`src/rtl/rca_pkg.sv`:
```
// Shared definitions for the bit-serial adder controller: FSM encodings and
// the default operand width.
package rca_pkg;

  typedef enum logic [1:0] {
    ST_IDLE = 2'd0,
    ST_RUN  = 2'd1,
    ST_DONE = 2'd2
  } state_t;

  localparam int DEF_WIDTH = 8;

endpackage

```
`src/rtl/serial_add_ctrl_full_adder.sv`:
```
// Single-bit full adder cell; the only arithmetic in the serial adder.
module full_adder (
  input  logic a,
  input  logic b,
  input  logic ci,
  output logic s,
  output logic co
);

  assign s  = a ^ b ^ ci;
  assign co = (a & b) | (ci & (a ^ b));

endmodule

```
`src/rtl/serial_add_ctrl.sv`:
```
// Bit-serial adder controller: one full_adder cell processes one bit per
// clock, LSB first, behind a valid/ready handshake on each side.
module serial_add_ctrl
  import rca_pkg::*;
#(
  parameter int WIDTH = DEF_WIDTH
) (
  input  logic             clk,
  input  logic             rst,
  input  logic             in_valid,
  output logic             in_ready,
  input  logic [WIDTH-1:0] a,
  input  logic [WIDTH-1:0] b,
  input  logic             cin,
  output logic             out_valid,
  input  logic             out_ready,
  output logic [WIDTH-1:0] sum,
  output logic             cout,
  output logic             ovf,
  output logic             busy
);

  localparam int CNT_W = $clog2(WIDTH);
  localparam logic [CNT_W-1:0] LAST_BIT = CNT_W'(WIDTH - 1);

  state_t             state;
  logic [WIDTH-1:0]   a_sr;
  logic [WIDTH-1:0]   b_sr;
  logic [WIDTH-1:0]   sum_sr;
  logic               c_reg;
  logic [CNT_W-1:0]   bit_cnt;
  logic               fa_s;
  logic               fa_co;

  full_adder u_fa (
    .a  (a_sr[0]),
    .b  (b_sr[0]),
    .ci (c_reg),
    .s  (fa_s),
    .co (fa_co)
  );

  assign sum = sum_sr;

  // c_reg holds the carry into the current bit, so on the MSB step it is the
  // carry into the MSB and XOR with the carry out gives signed overflow.
  always_ff @(posedge clk) begin
    if (rst) begin
      state     <= ST_IDLE;
      in_ready  <= 1'b1;
      out_valid <= 1'b0;
      busy      <= 1'b0;
      a_sr      <= '0;
      b_sr      <= '0;
      sum_sr    <= '0;
      c_reg     <= 1'b0;
      bit_cnt   <= '0;
      cout      <= 1'b0;
      ovf       <= 1'b0;
    end else begin
      case (state)
        ST_IDLE: begin
          if (in_valid && in_ready) begin
            a_sr     <= a;
            b_sr     <= b;
            c_reg    <= cin;
            bit_cnt  <= '0;
            sum_sr   <= '0;
            in_ready <= 1'b0;
            busy     <= 1'b1;
            state    <= ST_RUN;
          end
        end
        ST_RUN: begin
          sum_sr  <= {fa_s, sum_sr[WIDTH-1:1]};
          a_sr    <= a_sr >> 1;
          b_sr    <= b_sr >> 1;
          c_reg   <= fa_co;
          bit_cnt <= bit_cnt + CNT_W'(1);
          if (bit_cnt == LAST_BIT) begin
            cout      <= fa_co;
            ovf       <= c_reg ^ fa_co;
            out_valid <= 1'b1;
            state     <= ST_DONE;
          end
        end
        ST_DONE: begin
          if (out_valid && out_ready) begin
            out_valid <= 1'b0;
            in_ready  <= 1'b1;
            busy      <= 1'b0;
            state     <= ST_IDLE;
          end
        end
        default: begin
          out_valid <= 1'b0;
          in_ready  <= 1'b1;
          busy      <= 1'b0;
          state     <= ST_IDLE;
        end
      endcase
    end
  end

endmodule

```
`config.mk`:
```
export PLATFORM = sky130hd
export DESIGN_NAME = serial_add_ctrl
export DESIGN_NICKNAME = d
export VERILOG_FILES = /design/src/rtl/rca_pkg.sv /design/src/rtl/serial_add_ctrl_full_adder.sv /design/src/rtl/serial_add_ctrl.sv
export SDC_FILE = /design/constraint.sdc
export NUM_CORES = 1
export LEC_CHECK = 0
export ABC_CLOCK_PERIOD_IN_PS = 1300
export CAP_MARGIN = 20
export CORE_UTILIZATION = 40
export DETAILED_ROUTE_END_ITERATION = 7
export GPL_TIMING_DRIVEN = 0
export HOLD_SLACK_MARGIN = 0.03
export PLACE_DENSITY = 0.72
export SKIP_LAST_GASP = 1
export SYNTH_ARGS = -nofsm -noshare
export SYNTH_HDL_FRONTEND = slang
export SYNTH_SLANG_ARGS = --single-unit
```
`constraint.sdc`:
```
create_clock -name clk -period 1.3 [get_ports clk]
set_input_delay 0.26 -clock clk [delete_from_list [all_inputs] [get_ports clk]]
set_output_delay 0.26 -clock clk [all_outputs]
set_load 0.02 [all_outputs]
```
==> summary.txt <==
die height: 63.83 um
synth top area cells: dfxtp_1, mux2i_1, a221oi_1, a21oi_1, nor2_1
Post-synth EDFFs: 0
HPWL Detailed: 2444 um
Die X: 63.83 um
crit-path max FO: 6
Max VDD drop: 556.0 uV
Rel. slew slack: 64.39%
Pins Over Slew Limit: 0
share of post-route cells with drive strength above 1: 18.72%
Startpoint Class: flip-flop
HP Start: rst
P_leak: 0.8701 nW
H-tree depth: 2
Worst setup EP type: output port
area share of the largest cell type after synthesis: 45.83%
Die Area: 0.004074 mm^2
antenna fix cells: 0
status: complete, no violations
CTS root buffer: clkbuf_8
clock latency on the worst-skew pair: 0.29 ns
DRC: 0
PwrDens: 1185 mW/mm^2
r2r startpoint: state[0]
GRT Overall Usage: 18.94%
final instance area: 0.002083 mm^2
Seq/Total Area, Yosys: 45.83%
synthesized netlist cell count: 159
syn nets: 183
worst hold endpoint: c_reg
Tot Pwr: 2.469 mW
crit path cell chain: clkdlybuf4s15_1
Worst Path Arrival: 1.01 ns
Max Freq: 0.7865 GHz
Commonest cells post-synth: dfxtp_1, nor2_1, a21oi_1, a221oi_1, mux2i_1
I/O pin count: 34
Yosys reg bits: 35
Synth Flop Type: dfxtp_1
worst path bufs/invs: 1
Max Buffers Root-to-Sink: 2
syn_area_per_cell: 9.616 um^2
Syn. warnings: 0
site row count: 22
Setup CP Type: flip-flop to output port
footprint of the multi-input gates: 779.5 um^2
Post-DP Area: 0.001909 mm^2
CTS tree: done
clk sinks: 35
first-pass GRT wire length: 5996 um
max cap viols: 0
post-DR wirelength/cell: 14.25 um
clock transition at the registers of the reported paths: 0.07 ns
cells on worst reg2reg path: 5
cell taking the most area after synthesis: dfxtp_1
Core Region: 0.003661 mm^2
Worst Tran Pin Value: 0.5341 ns
synthesis-to-layout area growth: 36.25%
minimum clock period: 1.271 ns
asr flop ratio synth: 0%
Mapped Area: 0.001529 mm^2
fin crit share: 97.80%
total number of vias: 1339
Worst R2R End: a_sr[2]
Worst path top cell family by delay: flip-flops
CTS Buf Count: 5
iteration count of the initial detailed-routing pass: 4
cell with the most instances after synthesis: dfxtp_1
via count of the first global-routing pass: 1325
largest net degree at the start of global routing: 11
Hold Slack: 0.4538 ns
FF+latch area: 705.7 um^2
Total Nets Final: 226
slowest CP cell: dfxtp_2
r2r setup slk: 0.05 ns
final hold violations: 0
final worst clock skew: 0.007682 ns
Max stage delay on crit path: 0.40 ns
fill cell count: 329
Worst Hold Class: input pin to flip-flop
detailed router's first-iteration violation count: 64
IO buf count: 32
Initial Utilization: 41.76%
critical path required time: 1.04 ns
Cell variety after synth: 31
Hold Path Depth: 3
Setup Viol. Count Final: 0
remaining antenna violation count: 0
initial antenna violation count: 0
grt ovf: 0
average vias per placed instance: 5.335
Final Routed Wirelength: 3577 um
Placer Congestion: 0.7595
## report_power, final
| part | internal [mW] | leakage (nW) | switching (mW) |
|---|---|---|---|
| registers | 1.15 | 0.288 | 0.0437 |
| logic | 0.260 | 0.540 | 0.254 |
| clock network | 0.376 | 0.0422 | 0.384 |
| total | 1.79 | 0.870 | 0.682 |
## logic make-up after synthesis
family	synth area share, %
flops	45.83
xor+xnor	0.5729
mux	9.165
buf+inv	6.546
simple gates	12.68
fa+ha+maj	2.946
compound gates	22.26
## repair_timing
item                       in CTS  in global routing
setup endpoints to repair      33                 24
setup buffers                   1                  3
pin swaps                       4                  4
gates resized for setup        25                 14
hold buffers                    0                  0
hold endpoints to repair        0                  0
## area by class of cell
cell class / instances / share of cell area, %
multi-input cells: 106 / 37.42
flip-flops and latches: 35 / 33.87
repair buffers: 36 / 16.10
plain buffers: 13 / 4.925
clock buffers: 7 / 3.664
well taps: 48 / 2.883
inverters: 5 / 0.9009
clock inverters: 1 / 0.2402
## per-stage QoR
step | utilization [%] | setup slack, ns | TNS, ns | instances
global route | 56.90 | -0.03375 | -0.06366 | 251
floorplan | - | 0.01983 | 0 | 159
finish | 56.90 | 0.02859 | 0 | 251
CTS | 55.06 | -0.09017 | -0.09017 | 248
detailed placement | 52.15 | -0.4782 | -8.701 | 239
global placement | 52.15 | -0.4022 | -8.073 | 239
## cells in the final DEF (no fill, tap or decap), drive strengths merged, types with 2 or more instances in the layout
master / count
o32ai: 2
clkbuf: 13
nor2: 18
clkdlybuf4s50: 18
nand3: 2
o22ai: 4
mux2i: 14
ha: 2
clkdlybuf4s15: 2
a221oi: 14
nand2: 9
dlygate4sd2: 12
inv: 5
buf: 11
o21ai: 7
dfxtp: 35
nand2b: 7
a21oi: 15
## per-layer routing
layer | wire [um] | vias to the layer above | global-route usage [%]
met5 | 0 | - | 0
met4 | 73 | 0 | 8.239
met3 | 155 | 8 | 5.714
met2 | 1685 | 35 | 31.38
met1 | 1662 | 630 | 22.44
li1 | - | 666 | -
## how the worst max path moves through the flow
| stage | from | to | slack (ns) | cells after the start |
|---|---|---|---|---|
| finish | in_ready | in_ready | 0.03 | 1 |
| global route | state[0] | a_sr[2] | -0.03 | 5 |
| CTS | in_ready | in_ready | -0.09 | 1 |
| detailed placement | in_valid | b_sr[1] | -0.48 | 4 |
| global placement | in_valid | a_sr[0] | -0.40 | 4 |
| floorplan | in_ready | a_sr[0] | 0.02 | 3 |
Power figures use the tool's default switching activity.
